### config.mk
export PLATFORM = sky130hd
export DESIGN_NAME = multicycle_ctrl_flat
export DESIGN_NICKNAME = d
export VERILOG_FILES = /design/src/rtl/rv_ctrl_pkg.sv /design/src/rtl/multicycle_ctrl_if.sv /design/src/rtl/multicycle_ctrl_branch_resolve.sv /design/src/rtl/multicycle_ctrl.sv /design/src/flat_wrapper.sv
export SDC_FILE = /design/constraint.sdc
export NUM_CORES = 1
export LEC_CHECK = 0
export CORE_ASPECT_RATIO = 0.9
export CORE_UTILIZATION = 30
export CTS_BUF_LIST = sky130_fd_sc_hd__clkbuf_8
export DETAILED_ROUTE_END_ITERATION = 7
export GPL_TIMING_DRIVEN = 0
export PLACE_DENSITY = 0.67
export SKIP_CTS_REPAIR_TIMING = 1
export SLEW_MARGIN = 40
export SYNTH_ARGS = -nofsm -noshare
export SYNTH_HDL_FRONTEND = slang
export SYNTH_SLANG_ARGS = --single-unit
### constraint.sdc
create_clock -name clk -period 1.51 [get_ports clk]
set_clock_uncertainty 0.2 [all_clocks]
set_input_delay 0.302 -clock clk [delete_from_list [all_inputs] [get_ports clk]]
set_output_delay 0.302 -clock clk [all_outputs]
set_load 0.02 [all_outputs]
### src/rtl/rv_ctrl_pkg.sv
// Shared encodings for the RV32I multi-cycle controller: FSM states, opcodes,
// ALU operations and datapath mux selects.
package rv_ctrl_pkg;

  typedef enum logic [2:0] {
    S_IDLE, S_INIT, S_FETCH, S_DECODE, S_EXEC, S_MEM, S_WB, S_HALT
  } state_t;

  localparam logic [6:0] OP_R      = 7'b0110011;
  localparam logic [6:0] OP_IMM    = 7'b0010011;
  localparam logic [6:0] OP_LOAD   = 7'b0000011;
  localparam logic [6:0] OP_STORE  = 7'b0100011;
  localparam logic [6:0] OP_BRANCH = 7'b1100011;
  localparam logic [6:0] OP_JAL    = 7'b1101111;
  localparam logic [6:0] OP_JALR   = 7'b1100111;
  localparam logic [6:0] OP_LUI    = 7'b0110111;
  localparam logic [6:0] OP_AUIPC  = 7'b0010111;

  localparam logic [4:0] OPR_ADD   = 5'h00;
  localparam logic [4:0] OPR_SUB   = 5'h08;
  localparam logic [4:0] OPR_SLT   = 5'h02;
  localparam logic [4:0] OPR_SLTU  = 5'h03;
  localparam logic [4:0] OPR_PASSB = 5'h1F;

  localparam logic [2:0] IMM_I = 3'd0;
  localparam logic [2:0] IMM_S = 3'd1;
  localparam logic [2:0] IMM_B = 3'd2;
  localparam logic [2:0] IMM_U = 3'd3;
  localparam logic [2:0] IMM_J = 3'd4;

  localparam logic [1:0] PC_PLUS4 = 2'b00;
  localparam logic [1:0] PC_IMM   = 2'b01;
  localparam logic [1:0] PC_ALU   = 2'b10;
  localparam logic [1:0] PC_INIT  = 2'b11;

  localparam logic [1:0] WB_ALU   = 2'b00;
  localparam logic [1:0] WB_MEM   = 2'b01;
  localparam logic [1:0] WB_PCIMM = 2'b10;
  localparam logic [1:0] WB_PC4   = 2'b11;

  function automatic logic is_known(input logic [6:0] op);
    return (op == OP_R) || (op == OP_IMM) || (op == OP_LOAD) || (op == OP_STORE) ||
           (op == OP_BRANCH) || (op == OP_JAL) || (op == OP_JALR) ||
           (op == OP_LUI) || (op == OP_AUIPC);
  endfunction

  function automatic logic [2:0] imm_for(input logic [6:0] op);
    case (op)
      OP_STORE:         return IMM_S;
      OP_BRANCH:        return IMM_B;
      OP_LUI, OP_AUIPC: return IMM_U;
      OP_JAL:           return IMM_J;
      default:          return IMM_I;
    endcase
  endfunction

endpackage

### src/rtl/multicycle_ctrl_if.sv
// Controller <-> datapath bundle. master = controller, slave = datapath.
// Level-based sideband: no handshake; the datapath holds opcode/funct3 stable
// from DECODE until the next FETCH and commits enables on the next rising clk.
interface multicycle_ctrl_if;
  logic [6:0] opcode;
  logic [2:0] lorbtype;
  logic [3:0] alu_action;
  logic       zero;
  logic       PCsel1, PCsel0, enPC, ALUsrc;
  logic [2:0] immsrc;
  logic       memtoreg1, memtoreg0, read_mem, write_mem, enW;
  logic [4:0] opr;
  logic       illegal, retire;

  modport master (
    input  opcode, lorbtype, alu_action, zero,
    output PCsel1, PCsel0, enPC, ALUsrc, immsrc, memtoreg1, memtoreg0,
           read_mem, write_mem, enW, opr, illegal, retire
  );

  modport slave (
    output opcode, lorbtype, alu_action, zero,
    input  PCsel1, PCsel0, enPC, ALUsrc, immsrc, memtoreg1, memtoreg0,
           read_mem, write_mem, enW, opr, illegal, retire
  );
endinterface

### src/rtl/multicycle_ctrl_branch_resolve.sv
// Branch decision from funct3 and the ALU zero flag. For the compare forms
// the ALU produces SLT/SLTU, so zero=0 means "less than".
module branch_resolve
  import rv_ctrl_pkg::*;
(
  input  logic [2:0] funct3,
  input  logic       zero,
  output logic       taken,
  output logic [4:0] opr
);
  always_comb begin
    opr   = OPR_SUB;
    taken = zero ^ funct3[0];
    if (funct3[2]) begin
      opr   = funct3[1] ? OPR_SLTU : OPR_SLT;
      taken = ~zero ^ funct3[0];
    end
  end
endmodule

### src/rtl/multicycle_ctrl.sv
// Multi-cycle RV32I control FSM. Optional MULTICYCLE_CTRL_PERF_EN adds
// cycle_cnt / instret_cnt performance counters.
module multicycle_ctrl
  import rv_ctrl_pkg::*;
(
  input  logic clk,
  input  logic reset,
  input  logic start,
  multicycle_ctrl_if.master bus,
  output state_t state_dbg
`ifdef MULTICYCLE_CTRL_PERF_EN
  ,
  output logic [31:0] cycle_cnt,
  output logic [31:0] instret_cnt
`endif
);

  state_t     state, next;
  logic [1:0] pcsel, wb_sel;
  logic       en_pc, alu_src, rd, wr, en_w, ret, set_illegal, illegal_q;
  logic [2:0] imm;
  logic [4:0] op, alu_opr, br_opr;
  logic       br_taken;

  branch_resolve u_branch (
    .funct3 (bus.lorbtype),
    .zero   (bus.zero),
    .taken  (br_taken),
    .opr    (br_opr)
  );

  assign alu_opr = {1'b0, bus.alu_action};

  always_ff @(posedge clk or negedge reset) begin
    if (!reset) begin
      state     <= S_IDLE;
      illegal_q <= 1'b0;
    end else begin
      state <= next;
      if (set_illegal) illegal_q <= 1'b1;
    end
  end

  always_comb begin
    next        = state;
    pcsel       = PC_PLUS4;
    en_pc       = 1'b0;
    alu_src     = 1'b0;
    imm         = IMM_I;
    wb_sel      = WB_ALU;
    rd          = 1'b0;
    wr          = 1'b0;
    en_w        = 1'b0;
    op          = OPR_ADD;
    ret         = 1'b0;
    set_illegal = 1'b0;
    case (state)
      S_IDLE:  if (start) next = S_INIT;
      S_INIT: begin
        pcsel = PC_INIT;
        en_pc = 1'b1;
        next  = S_FETCH;
      end
      S_FETCH: next = S_DECODE;
      S_DECODE: begin
        imm = imm_for(bus.opcode);
        if (is_known(bus.opcode)) next = S_EXEC;
        else begin
          next        = S_HALT;
          set_illegal = 1'b1;
        end
      end
      S_EXEC: begin
        imm  = imm_for(bus.opcode);
        next = S_WB;
        case (bus.opcode)
          OP_R:   op = alu_opr;
          OP_IMM: begin alu_src = 1'b1; op = alu_opr; end
          OP_LOAD, OP_STORE: begin alu_src = 1'b1; next = S_MEM; end
          OP_BRANCH: begin
            op    = br_opr;
            pcsel = br_taken ? PC_IMM : PC_PLUS4;
            en_pc = 1'b1;
            ret   = 1'b1;
            next  = S_FETCH;
          end
          OP_JAL: begin
            en_w = 1'b1; wb_sel = WB_PC4; pcsel = PC_IMM;
            en_pc = 1'b1; ret = 1'b1; next = S_FETCH;
          end
          OP_JALR: begin
            alu_src = 1'b1; en_w = 1'b1; wb_sel = WB_PC4; pcsel = PC_ALU;
            en_pc = 1'b1; ret = 1'b1; next = S_FETCH;
          end
          OP_LUI:   begin alu_src = 1'b1; op = OPR_PASSB; end
          OP_AUIPC: ;
          default: begin next = S_HALT; set_illegal = 1'b1; end
        endcase
      end
      S_MEM: begin
        imm     = imm_for(bus.opcode);
        alu_src = 1'b1;
        if (bus.opcode == OP_LOAD) begin
          rd   = 1'b1;
          next = S_WB;
        end else begin
          wr    = 1'b1;
          en_pc = 1'b1;
          ret   = 1'b1;
          next  = S_FETCH;
        end
      end
      S_WB: begin
        // ALU controls are re-driven so the result stays valid at the commit edge.
        imm = imm_for(bus.opcode);
        case (bus.opcode)
          OP_R:     op = alu_opr;
          OP_IMM:   begin alu_src = 1'b1; op = alu_opr; end
          OP_LOAD:  begin alu_src = 1'b1; rd = 1'b1; wb_sel = WB_MEM; end
          OP_LUI:   begin alu_src = 1'b1; op = OPR_PASSB; end
          OP_AUIPC: wb_sel = WB_PCIMM;
          default:  ;
        endcase
        en_w  = 1'b1;
        en_pc = 1'b1;
        ret   = 1'b1;
        next  = S_FETCH;
      end
      S_HALT:  next = S_HALT;
      default: next = S_IDLE;
    endcase
  end

  assign bus.PCsel1    = pcsel[1];
  assign bus.PCsel0    = pcsel[0];
  assign bus.enPC      = en_pc;
  assign bus.ALUsrc    = alu_src;
  assign bus.immsrc    = imm;
  assign bus.memtoreg1 = wb_sel[1];
  assign bus.memtoreg0 = wb_sel[0];
  assign bus.read_mem  = rd;
  assign bus.write_mem = wr;
  assign bus.enW       = en_w;
  assign bus.opr       = op;
  assign bus.illegal   = illegal_q;
  assign bus.retire    = ret;
  assign state_dbg     = state;

`ifdef MULTICYCLE_CTRL_PERF_EN
  always_ff @(posedge clk or negedge reset) begin
    if (!reset) begin
      cycle_cnt   <= 32'd0;
      instret_cnt <= 32'd0;
    end else begin
      if (state != S_IDLE && state != S_HALT) cycle_cnt <= cycle_cnt + 32'd1;
      if (ret) instret_cnt <= instret_cnt + 32'd1;
    end
  end
`endif

endmodule

### src/flat_wrapper.sv
// flat-port wrapper written by rule: the top's interface ports become plain ports
module multicycle_ctrl_flat import rv_ctrl_pkg::*;
  (clk, reset, start, state_dbg, bus_opcode, bus_lorbtype, bus_alu_action, bus_zero, bus_PCsel1, bus_PCsel0, bus_enPC, bus_ALUsrc, bus_immsrc, bus_memtoreg1, bus_memtoreg0, bus_read_mem, bus_write_mem, bus_enW, bus_opr, bus_illegal, bus_retire);
  multicycle_ctrl_if bus_i ();
  input  logic clk;
  input  logic reset;
  input  logic start;
  output state_t state_dbg;
  input wire logic [$bits(bus_i.opcode)-1:0] bus_opcode;
  input wire logic [$bits(bus_i.lorbtype)-1:0] bus_lorbtype;
  input wire logic [$bits(bus_i.alu_action)-1:0] bus_alu_action;
  input wire logic [$bits(bus_i.zero)-1:0] bus_zero;
  output wire logic [$bits(bus_i.PCsel1)-1:0] bus_PCsel1;
  output wire logic [$bits(bus_i.PCsel0)-1:0] bus_PCsel0;
  output wire logic [$bits(bus_i.enPC)-1:0] bus_enPC;
  output wire logic [$bits(bus_i.ALUsrc)-1:0] bus_ALUsrc;
  output wire logic [$bits(bus_i.immsrc)-1:0] bus_immsrc;
  output wire logic [$bits(bus_i.memtoreg1)-1:0] bus_memtoreg1;
  output wire logic [$bits(bus_i.memtoreg0)-1:0] bus_memtoreg0;
  output wire logic [$bits(bus_i.read_mem)-1:0] bus_read_mem;
  output wire logic [$bits(bus_i.write_mem)-1:0] bus_write_mem;
  output wire logic [$bits(bus_i.enW)-1:0] bus_enW;
  output wire logic [$bits(bus_i.opr)-1:0] bus_opr;
  output wire logic [$bits(bus_i.illegal)-1:0] bus_illegal;
  output wire logic [$bits(bus_i.retire)-1:0] bus_retire;
  assign bus_i.opcode = bus_opcode;
  assign bus_i.lorbtype = bus_lorbtype;
  assign bus_i.alu_action = bus_alu_action;
  assign bus_i.zero = bus_zero;
  assign bus_PCsel1 = bus_i.PCsel1;
  assign bus_PCsel0 = bus_i.PCsel0;
  assign bus_enPC = bus_i.enPC;
  assign bus_ALUsrc = bus_i.ALUsrc;
  assign bus_immsrc = bus_i.immsrc;
  assign bus_memtoreg1 = bus_i.memtoreg1;
  assign bus_memtoreg0 = bus_i.memtoreg0;
  assign bus_read_mem = bus_i.read_mem;
  assign bus_write_mem = bus_i.write_mem;
  assign bus_enW = bus_i.enW;
  assign bus_opr = bus_i.opr;
  assign bus_illegal = bus_i.illegal;
  assign bus_retire = bus_i.retire;
  multicycle_ctrl u_core (.clk(clk), .reset(reset), .start(start), .bus(bus_i), .state_dbg(state_dbg));
endmodule
==> results of run 1 <==
==> cell usage in the layout (no fill, tap or decap), types with 4 or more instances in the layout <==
| cell type | Yosys | routed |
|---|---|---|
| buf_4 | 0 | 22 |
| buf_6 | 0 | 12 |
| nor2_1 | 13 | 9 |
| clkdlybuf4s50_1 | 0 | 8 |
| nor3_1 | 7 | 6 |
| buf_2 | 5 | 6 |
| a21oi_2 | 0 | 5 |
| nand3_1 | 6 | 5 |
| nand2_1 | 9 | 5 |
| dlymetal6s2s_1 | 0 | 5 |
| nand2_2 | 1 | 4 |
| o21ai_0 | 6 | 4 |
==> kinds of logic (layout without fill, tap and decap cells) <==
| group | Yosys count | count (layout) |
|---|---|---|
| AND/OR/NAND/NOR | 57 | 57 |
| flip-flops | 4 | 4 |
| XOR/XNOR | 3 | 3 |
| buffers and inverters | 11 | 70 |
| AO/OA/AOI/OAI | 26 | 26 |
| multiplexers | 1 | 1 |
==> through the flow <==
stage | hold slack (ps) | total power [mW] | util [%]
after floorplan | -193.6 | 0.4766 | -
after CTS | 87.29 | 0.9113 | 59.49
after detailed placement | 257.4 | 0.6631 | 57.48
after global placement | 247.0 | 0.6542 | 57.48
after global routing | 98.54 | 1.118 | 72.71
final | 81.58 | 1.061 | 72.71
==> state kept, by name (all words and copies together), names as in the netlist <==
register / count
u_core.bus.illegal: 1
u_core.state_dbg: 3
==> worst max path at each step <==
stage / endpoint / cells after the start
6_report: bus_retire / 4
5_1_grt: bus_ALUsrc / 5
2_1_floorplan: bus_PCsel0 / 4
4_1_cts: bus_opr[3] / 6
3_5_place_dp: bus_opr[3] / 6
3_3_place_gp: bus_opr[0] / 6
==> per-layer routing <==
layer,vias up,track usage (%),part of all wire [%]
li1,495,-,-
met1,496,29.58,40
met2,51,31.89,51
met3,12,4.673,6.2
met4,0,6.410,2.6
met5,-,0,0
==> area by class of cell <==
cell class / instances / area [um2]
multi-input cells: 87 / 827.0
fillers: 170 / 611.8
repair buffers: 56 / 515.5
flip-flops and latches: 4 / 103.9
plain buffers: 7 / 90.09
clock buffers: 3 / 41.29
well taps: 27 / 33.78
inverters: 3 / 15.01
clock inverters: 1 / 3.754
==> report_power, final <==
| group | internal, mW | switching [mW] |
|---|---|---|
| clock network | 0.174 | 0.0695 |
| registers | 0.125 | 0.0251 |
| logic | 0.309 | 0.357 |
| total | 0.609 | 0.452 |
==> critical path, cell delays in order (launching register included) <==
cell	delay, ps
dfrtp_2	420
clkinvlp_4	270
nor4b_4	350
nand2b_4	160
buf_2	160
==> results.sh, run 1 <==
export IMPL_status="complete, but fails checks"
export IMPL_violations="negative setup slack"
export IMPL_grt_first_pass_wirelength_um=4112
export IMPL_place_area_um2=1289
export IMPL_cp_startpoint="u_core.state_dbg[2]$_DFFE_PN0P_"
export IMPL_overflow=0
export IMPL_synth_top_cells_by_area="dfrtp_1 14%, nor2_1 6.7%, a21oi_1 5.5%"
export IMPL_hold_class="primary input to asynchronous set/reset pin"
export IMPL_ir_worst_vdd_mv=0.6669
export IMPL_synth_top_family_by_area="simple AND/OR/NAND/NOR gates"
export IMPL_cts_buffers=3
export IMPL_ys_async_sr_fraction_pct=100.0
export IMPL_synth_area_um2=730.7
export IMPL_row_count=16
export IMPL_start_util_pct=32.59
export IMPL_drive_gt1_share_pct=62.11
export IMPL_dpl_cell_count=166
export IMPL_synth_top_cell_by_area="dfrtp_1"
export IMPL_synth_fa_ha_area_share_pct=0
export IMPL_syn_nets=120
export IMPL_synth_area_per_cell_um2=7.164
export IMPL_syn_inst=102
export IMPL_ys_seq_elements=4
export IMPL_grt_pass1_vias=863
export IMPL_synthXorXnorAreaFrac_pct=3.596
export IMPL_clock_sinks=4
export IMPL_crit_path_start_kind="flop"
export IMPL_yosysUniqueCellTypes=37
export IMPL_stdcell_count=188
export IMPL_powerDensity_nw_per_um2=650.6
export IMPL_final_setup_viol_count=21
export IMPL_post_route_min_period_ps=2101
export IMPL_synthMuxAreaShare_pct=1.370
export IMPL_rsz0062_at_grt="yes"
export IMPL_r2r_end="u_core.bus.illegal$_DFFE_PN0P_"
export IMPL_io_buffers=37
export IMPL_die_width_um=54.02
export IMPL_cp_arrival_ps=1600
export IMPL_via_count=1054
export IMPL_finalWirelength_um=3074
export IMPL_vias_per_cell=5.606
export IMPL_clock_latency_ps=230
export IMPL_finalHoldViolCount=0
export IMPL_drv_slew=0
export IMPL_dpl_worst_slack_ps=-1460
export IMPL_top_level_ports=40
export IMPL_drc=0
export IMPL_r2r_start="u_core.state_dbg[2]$_DFFE_PN0P_"
export IMPL_design_die_area_um2=2637
export IMPL_setup_ws_ps=-590.5
export IMPL_cts_root_buf="clkbuf_8"
export IMPL_worst_slew_pin_slew_ps=340.2
export IMPL_postRouteAntennaNets=0
export IMPL_hpwl_um=1940
export IMPL_syn_to_final_growth_pct=123.1
export IMPL_synthTopCellsByCount="13 x nor2_1, 9 x nand2_1, 8 x a21oi_1"
export IMPL_wire_per_inst_um=16.35
export IMPL_diodes=0
export IMPL_h_tree_depth=1
export IMPL_synth_compound_area_share_pct=21.75
export IMPL_final_setup_tns_ps=-8228
export IMPL_final_cell_area_um2=1630
export IMPL_synth_most_common_cell="nor2_1"
export IMPL_synth_top_cell_area_share_pct=13.70
export IMPL_required_ps=1010
export IMPL_synth_edf_count=0
export IMPL_synth_simple_area_share_pct=53.08
export IMPL_gp_congestion=0.8442
export IMPL_clk_pin_slew_ps=40
export IMPL_path_max_fanout=6
export IMPL_first_iter_violations=32
export IMPL_ys_warn_count=0
export IMPL_nets=180
export IMPL_yosysSeqAreaShare_pct=13.70
export IMPL_clk_path_buf_depth=2
export IMPL_worst_r2r_cell_count=6
export IMPL_track_usage_pct=21.16
export IMPL_antenna_found_initial=0
export IMPL_dr_pass1_iters=4
export IMPL_relSlewSlack_pct=77.14
export IMPL_core_area_um2=2242
export IMPL_leakage_nw=0.6806
export IMPL_synthFlopType="dfrtp_1"
export IMPL_fmax_ghz=0.4761
export IMPL_die_h_um=48.82
export IMPL_end_kind="output port"
export IMPL_drv_cap=0
export IMPL_worstSetupPathType="flop to output port"
export IMPL_cts_tree="yes"
export IMPL_reg2reg_slack_ps=-190
export IMPL_grt_max_degree=11
export IMPL_min_period_over_period_pct=139.1
Power figures use the tool's default switching activity.
==> run 2, diff against run 1 <==
CAP_MARGIN = 20   (was unset)
MAX_ROUTING_LAYER = met4   (was unset)
==> run 2 against run 1 <==
Compared with the run above:
- utilization did not move
- critical path type unchanged
- the run still ends with negative setup slack left
- die area stayed put
- worst hold slack better by 0.54 ps
- via count is 0.28% lower
- power barely moved
- sequential share of layout area unchanged
- flip-flop and latch count is the same
- worst setup slack gained 4.4 ps
- clock power about the same
- first-iteration DRC count decreased by 9.4%
==> results.sh, run 2 (synthesized netlist as in run 1, its figures left out) <==
export IMPL_end_kind="output port"
export IMPL_finalHoldViolCount=0
export IMPL_rsz0062_at_grt="yes"
export IMPL_path_max_fanout=6
export IMPL_final_core_util_pct=72.71
export IMPL_reg2reg_slack_ps=-190
export IMPL_leakage_nw=0.6806
export IMPL_h_tree_depth=1
export IMPL_track_usage_pct=21.73
export IMPL_dpl_cell_count=166
export IMPL_final_setup_tns_ps=-8228
export IMPL_drive_gt1_share_pct=62.11
export IMPL_largest_reg_flops=3
export IMPL_die_width_um=54.02
export IMPL_cts_buffers=3
export IMPL_nets=180
export IMPL_first_iter_violations=29
export IMPL_status="complete, but fails checks"
export IMPL_worst_r2r_cell_count=6
export IMPL_cts_tree="yes"
export IMPL_final_cell_area_um2=1630
export IMPL_cts_root_buf="clkbuf_8"
export IMPL_relSlewSlack_pct=77.13
export IMPL_core_area_um2=2242
export IMPL_grt_first_pass_wirelength_um=4105
export IMPL_row_count=16
export IMPL_die_h_um=48.82
export IMPL_gp_congestion=0.8573
export IMPL_grt_pass1_vias=861
export IMPL_required_ps=1010
export IMPL_max_stage_delay_ps=420
export IMPL_drv_cap=0
export IMPL_ir_worst_vdd_mv=0.6663
export IMPL_clk_pin_slew_ps=40
export IMPL_critPathBufInv=2
export IMPL_clock_sinks=4
export IMPL_stdcell_count=188
export IMPL_power_mw=1.060
export IMPL_dpl_worst_slack_ps=-1460
export IMPL_violations="negative setup slack"
export IMPL_final_common_cell="buf_4"
export IMPL_crit_chain="clkinvlp_4, nor4b_4, nand2b_4, buf_2"
export IMPL_drv_slew=0
export IMPL_fmax_ghz=0.4771
export IMPL_powerDensity_nw_per_um2=650.0
export IMPL_grt_max_degree=11
export IMPL_crit_path_start_kind="flop"
export IMPL_critical_path_depth=4
export IMPL_syn_to_final_growth_pct=123.1
export IMPL_worst_slew_pin_slew_ps=340.4
export IMPL_postRouteAntennaNets=0
export IMPL_post_route_min_period_ps=2096
export IMPL_hold_class="primary input to asynchronous set/reset pin"
export IMPL_clock_latency_ps=230
export IMPL_min_period_over_period_pct=138.8
export IMPL_finalWirelength_um=3096
export IMPL_drc=0
export IMPL_diodes=0
export IMPL_via_count=1051
export IMPL_wire_per_inst_um=16.47
export IMPL_io_buffers=37
export IMPL_final_setup_viol_count=21
export IMPL_cp_arrival_ps=1590
export IMPL_vias_per_cell=5.590
export IMPL_place_area_um2=1289
export IMPL_crit_slowest_cell="dfrtp_2"
export IMPL_setup_ws_ps=-586.1
export IMPL_worstSetupPathType="flop to output port"
export IMPL_final_cell_mix="22 x buf_4, 12 x buf_6, 9 x nor2_1"
export IMPL_design_die_area_um2=2637
export IMPL_critPathTopFamily="simple AND/OR/NAND/NOR gates"
export IMPL_antenna_found_initial=0
export IMPL_start_util_pct=32.59
export IMPL_top_level_ports=40
export IMPL_filler_cell_count=170
export IMPL_hpwl_um=1940
export IMPL_r2r_end="u_core.bus.illegal$_DFFE_PN0P_"
export IMPL_r2r_start="u_core.state_dbg[2]$_DFFE_PN0P_"
export IMPL_dr_pass1_iters=4
export IMPL_overflow=0
export IMPL_whs_ps=82.12
export IMPL_clk_path_buf_depth=2
[run 2: cell counts in the layout (fill, tap and decap cells not counted)]
No cell type changed its count.
[run 2: worst max-delay path by stage]
| stage | from | endpoint | slack, ps |
|---|---|---|---|
| finish | u_core.state_dbg[2]$_DFFE_PN0P_ | bus_retire | -590 |
| global route | u_core.state_dbg[2]$_DFFE_PN0P_ | bus_ALUsrc | -660 |
| CTS | bus_opcode[3] | bus_opr[3] | -1470 |
| detailed placement | bus_opcode[3] | bus_opr[3] | -1460 |
| global placement | bus_opcode[3] | bus_opr[0] | -1450 |
| floorplan | u_core.state_dbg[0]$_DFFE_PN0P_ | bus_PCsel0 | -360 |
[run 2: worst reg2reg max path, stage by stage, from the launching register on]
cell        delay (ps)
dfrtp_2            420
clkinvlp_4         270
buf_4              230
buf_4              120
nand3_1             80
o21ai_0             80
a21o_1             180
[run 2: metal layers]
metal	vias to the layer above	track usage, %	wire (um)
li1	495	-	-
met1	497	29.77	1222
met2	48	31.69	1582
met3	11	4.673	227
met4	0	6.410	63
met5	-	-	0
[run 2: area by class of cell]
| type | count | area (um2) | share of cell area, % |
|---|---|---|---|
| inverter | 3 | 15.01 | 0.9210 |
| tap | 27 | 33.78 | 2.072 |
| buffer | 7 | 90.09 | 5.526 |
| clock inverter | 1 | 3.754 | 0.2302 |
| multi-input combinational | 87 | 827.0 | 50.73 |
| clock buffer | 3 | 41.29 | 2.533 |
| timing repair buffer | 56 | 515.5 | 31.62 |
| sequential | 4 | 103.9 | 6.370 |
[run 2: power breakdown]
part / switching, mW / leakage (nW) / total (mW) / internal (mW)
logic: 0.357 / 0.618 / 0.666 / 0.309
registers: 0.0249 / 0.0353 / 0.150 / 0.125
clock network: 0.0689 / 0.0269 / 0.243 / 0.174
total: 0.451 / 0.681 / 1.06 / 0.609
==> run 3, diff against run 2 <==
CORE_MARGIN = 5   (was unset)
GPL_TIMING_DRIVEN = 1   (was 0)
SLEW_MARGIN = 20   (was 40)
==> run 3 against run 2 <==
Compared with the run above:
- the run still ends with negative setup slack left
- clock power fell by 5%
- count of clock-buffer cells in the layout did not move
- final cell count rose by 15%
- maximum frequency rose by 2.8%
- worst hold slack got worse by 4.6 ps
- combinational power rose by 10%
- worst setup slack improved by 58 ps
- largest power group unchanged
- sequential share of layout area fell by 0.68 points
- first-iteration DRC count rose by 62%
- power rose by 4.6%
- via count rose by 5.7%
- largest cell class unchanged
- critical endpoint is now bus_PCsel0
==> results.sh, run 3 (synthesized netlist as in run 1, its figures left out) <==
export IMPL_status="complete, but fails checks"
export IMPL_violations="negative setup slack"
export IMPL_seq_area_um2=103.9
export IMPL_dpl_cell_count=202
export IMPL_r2r_start="u_core.state_dbg[2]$_DFFE_PN0P_"
export IMPL_drive_gt1_share_pct=67.55
export IMPL_grt_max_degree=10
export IMPL_final_setup_viol_count=20
export IMPL_postRouteAntennaNets=0
export IMPL_crit_slowest_cell="or4_4"
export IMPL_die_width_um=62.02
export IMPL_design_die_area_um2=3524
export IMPL_clock_sinks=4
export IMPL_dr_pass1_iters=4
export IMPL_path_max_fanout=4
export IMPL_wl_met3_um=190
export IMPL_ir_worst_vdd_mv=1.018
export IMPL_overflow=0
export IMPL_crit_end="bus_PCsel0"
export IMPL_cp_startpoint="u_core.state_dbg[2]$_DFFE_PN0P_"
export IMPL_fmax_ghz=0.4906
export IMPL_multi_input_area_um2=817.0
export IMPL_cts_buffers=3
export IMPL_core_area_um2=2382
export IMPL_finalWirelength_um=3325
export IMPL_min_period_over_period_pct=135.0
export IMPL_final_cell_mix="45 x buf_4, 26 x buf_6, 10 x nor2_1"
export IMPL_crit_path_start_kind="flop"
export IMPL_max_stage_delay_ps=440
export IMPL_die_h_um=56.82
export IMPL_syn_to_final_growth_pct=149.7
export IMPL_leakage_nw=0.8000
export IMPL_drv_slew=0
export IMPL_drv_cap=0
export IMPL_track_usage_pct=18.50
export IMPL_required_ps=1010
export IMPL_largest_reg_flops=3
export IMPL_nets=207
export IMPL_met1_length_um=1329
export IMPL_row_count=17
export IMPL_h_tree_depth=1
export IMPL_clk_pin_slew_ps=30
export IMPL_finalHoldViolCount=0
export IMPL_hpwl_um=2395
export IMPL_via_count=1111
export IMPL_r2r_end="u_core.state_dbg[0]$_DFFE_PN0P_"
export IMPL_diodes=0
export IMPL_post_route_min_period_ps=2038
export IMPL_gp_congestion=0.8499
export IMPL_filler_cell_count=185
export IMPL_first_iter_violations=47
export IMPL_hold_class="primary input to asynchronous set/reset pin"
export IMPL_stdcell_count=216
export IMPL_cts_root_buf="clkbuf_8"
export IMPL_final_common_cell="buf_4"
export IMPL_rsz0062_at_grt="yes"
export IMPL_clk_path_buf_depth=2
export IMPL_io_buffers=39
export IMPL_vias_per_cell=5.144
export IMPL_top_layer="met4"
export IMPL_dr_wl_met2_um=1762
export IMPL_worst_slew_pin_slew_ps=318.1
export IMPL_crit_chain="buf_4, nand2b_4, or4_4, o22ai_4, buf_6"
export IMPL_antenna_found_initial=0
export IMPL_clock_latency_ps=220
export IMPL_grt_first_pass_wirelength_um=4933
export IMPL_worst_r2r_cell_count=5
export IMPL_cts_tree="yes"
export IMPL_cp_arrival_ps=1540
export IMPL_grt_pass1_vias=1102
export IMPL_reg2reg_slack_ps=-80
export IMPL_top_level_ports=40
export IMPL_relSlewSlack_pct=78.77
export IMPL_end_kind="output port"
export IMPL_dpl_worst_slack_ps=-1342
export IMPL_drc=0
export IMPL_setup_ws_ps=-528.3
export IMPL_start_util_pct=30.67
export IMPL_worstSetupPathType="flop to output port"
export IMPL_powerDensity_nw_per_um2=607.4
export IMPL_wire_per_inst_um=15.39
==> run 3: layer usage <==
layer	GRT usage (%)	vias to the layer above
met5	-	-
met4	5.455	0
met3	2.069	6
met2	31.21	36
met1	22.40	519
li1	-	550
==> run 3: area by class of cell <==
type                            instances  share of cell area, %
Multi-Input combinational cell         87                  44.79
Clock inverter                          1                 0.2058
Inverter                                3                 0.8230
Tap cell                               28                  1.920
Clock buffer                            3                  2.263
Timing Repair Buffer                   90                  44.31
Sequential cell                         4                  5.693
==> run 3: critical path: cells and delay by family (launching register included) <==
kind            cells  cell delay, ps
flops               1             390
simple gates        2             520
compound gates      1             140
buf+inv             2             270
==> run 3: worst min path at each step <==
stage,cells after the start,to,slack [ps]
2_1_floorplan,0,u_core.bus.illegal$_DFFE_PN0P_,-190
3_3_place_gp,1,u_core.bus.illegal$_DFFE_PN0P_,250
3_5_place_dp,1,u_core.bus.illegal$_DFFE_PN0P_,250
4_1_cts,1,u_core.state_dbg[2]$_DFFE_PN0P_,80
5_1_grt,1,u_core.state_dbg[2]$_DFFE_PN0P_,80
6_report,1,u_core.state_dbg[2]$_DFFE_PN0P_,80
==> run 3: where the power goes <==
group | total, mW | internal, mW | switching (mW)
sequential | 0.142 | 0.125 | 0.0164
clock | 0.232 | 0.174 | 0.0580
combinational | 0.735 | 0.363 | 0.372
total | 1.11 | 0.661 | 0.447
==> run 3: stage by stage <==
| step | power, mW | utilization, % | TNS, ps | hold slack [ps] | instance area (um2) |
|---|---|---|---|---|---|
| after global routing | 1.182 | 76.58 | -9169 | 80.48 | 1824 |
| after global placement | 0.7508 | 65.60 | -25220 | 245.4 | 1563 |
| final | 1.108 | 76.58 | -7524 | 77.51 | 1824 |
| after floorplan | 0.4766 | - | -4296 | -193.6 | 884.6 |
| after CTS | 1.005 | 67.49 | -25820 | 77.75 | 1608 |
| after detailed placement | 0.7633 | 65.60 | -25620 | 245.8 | 1563 |
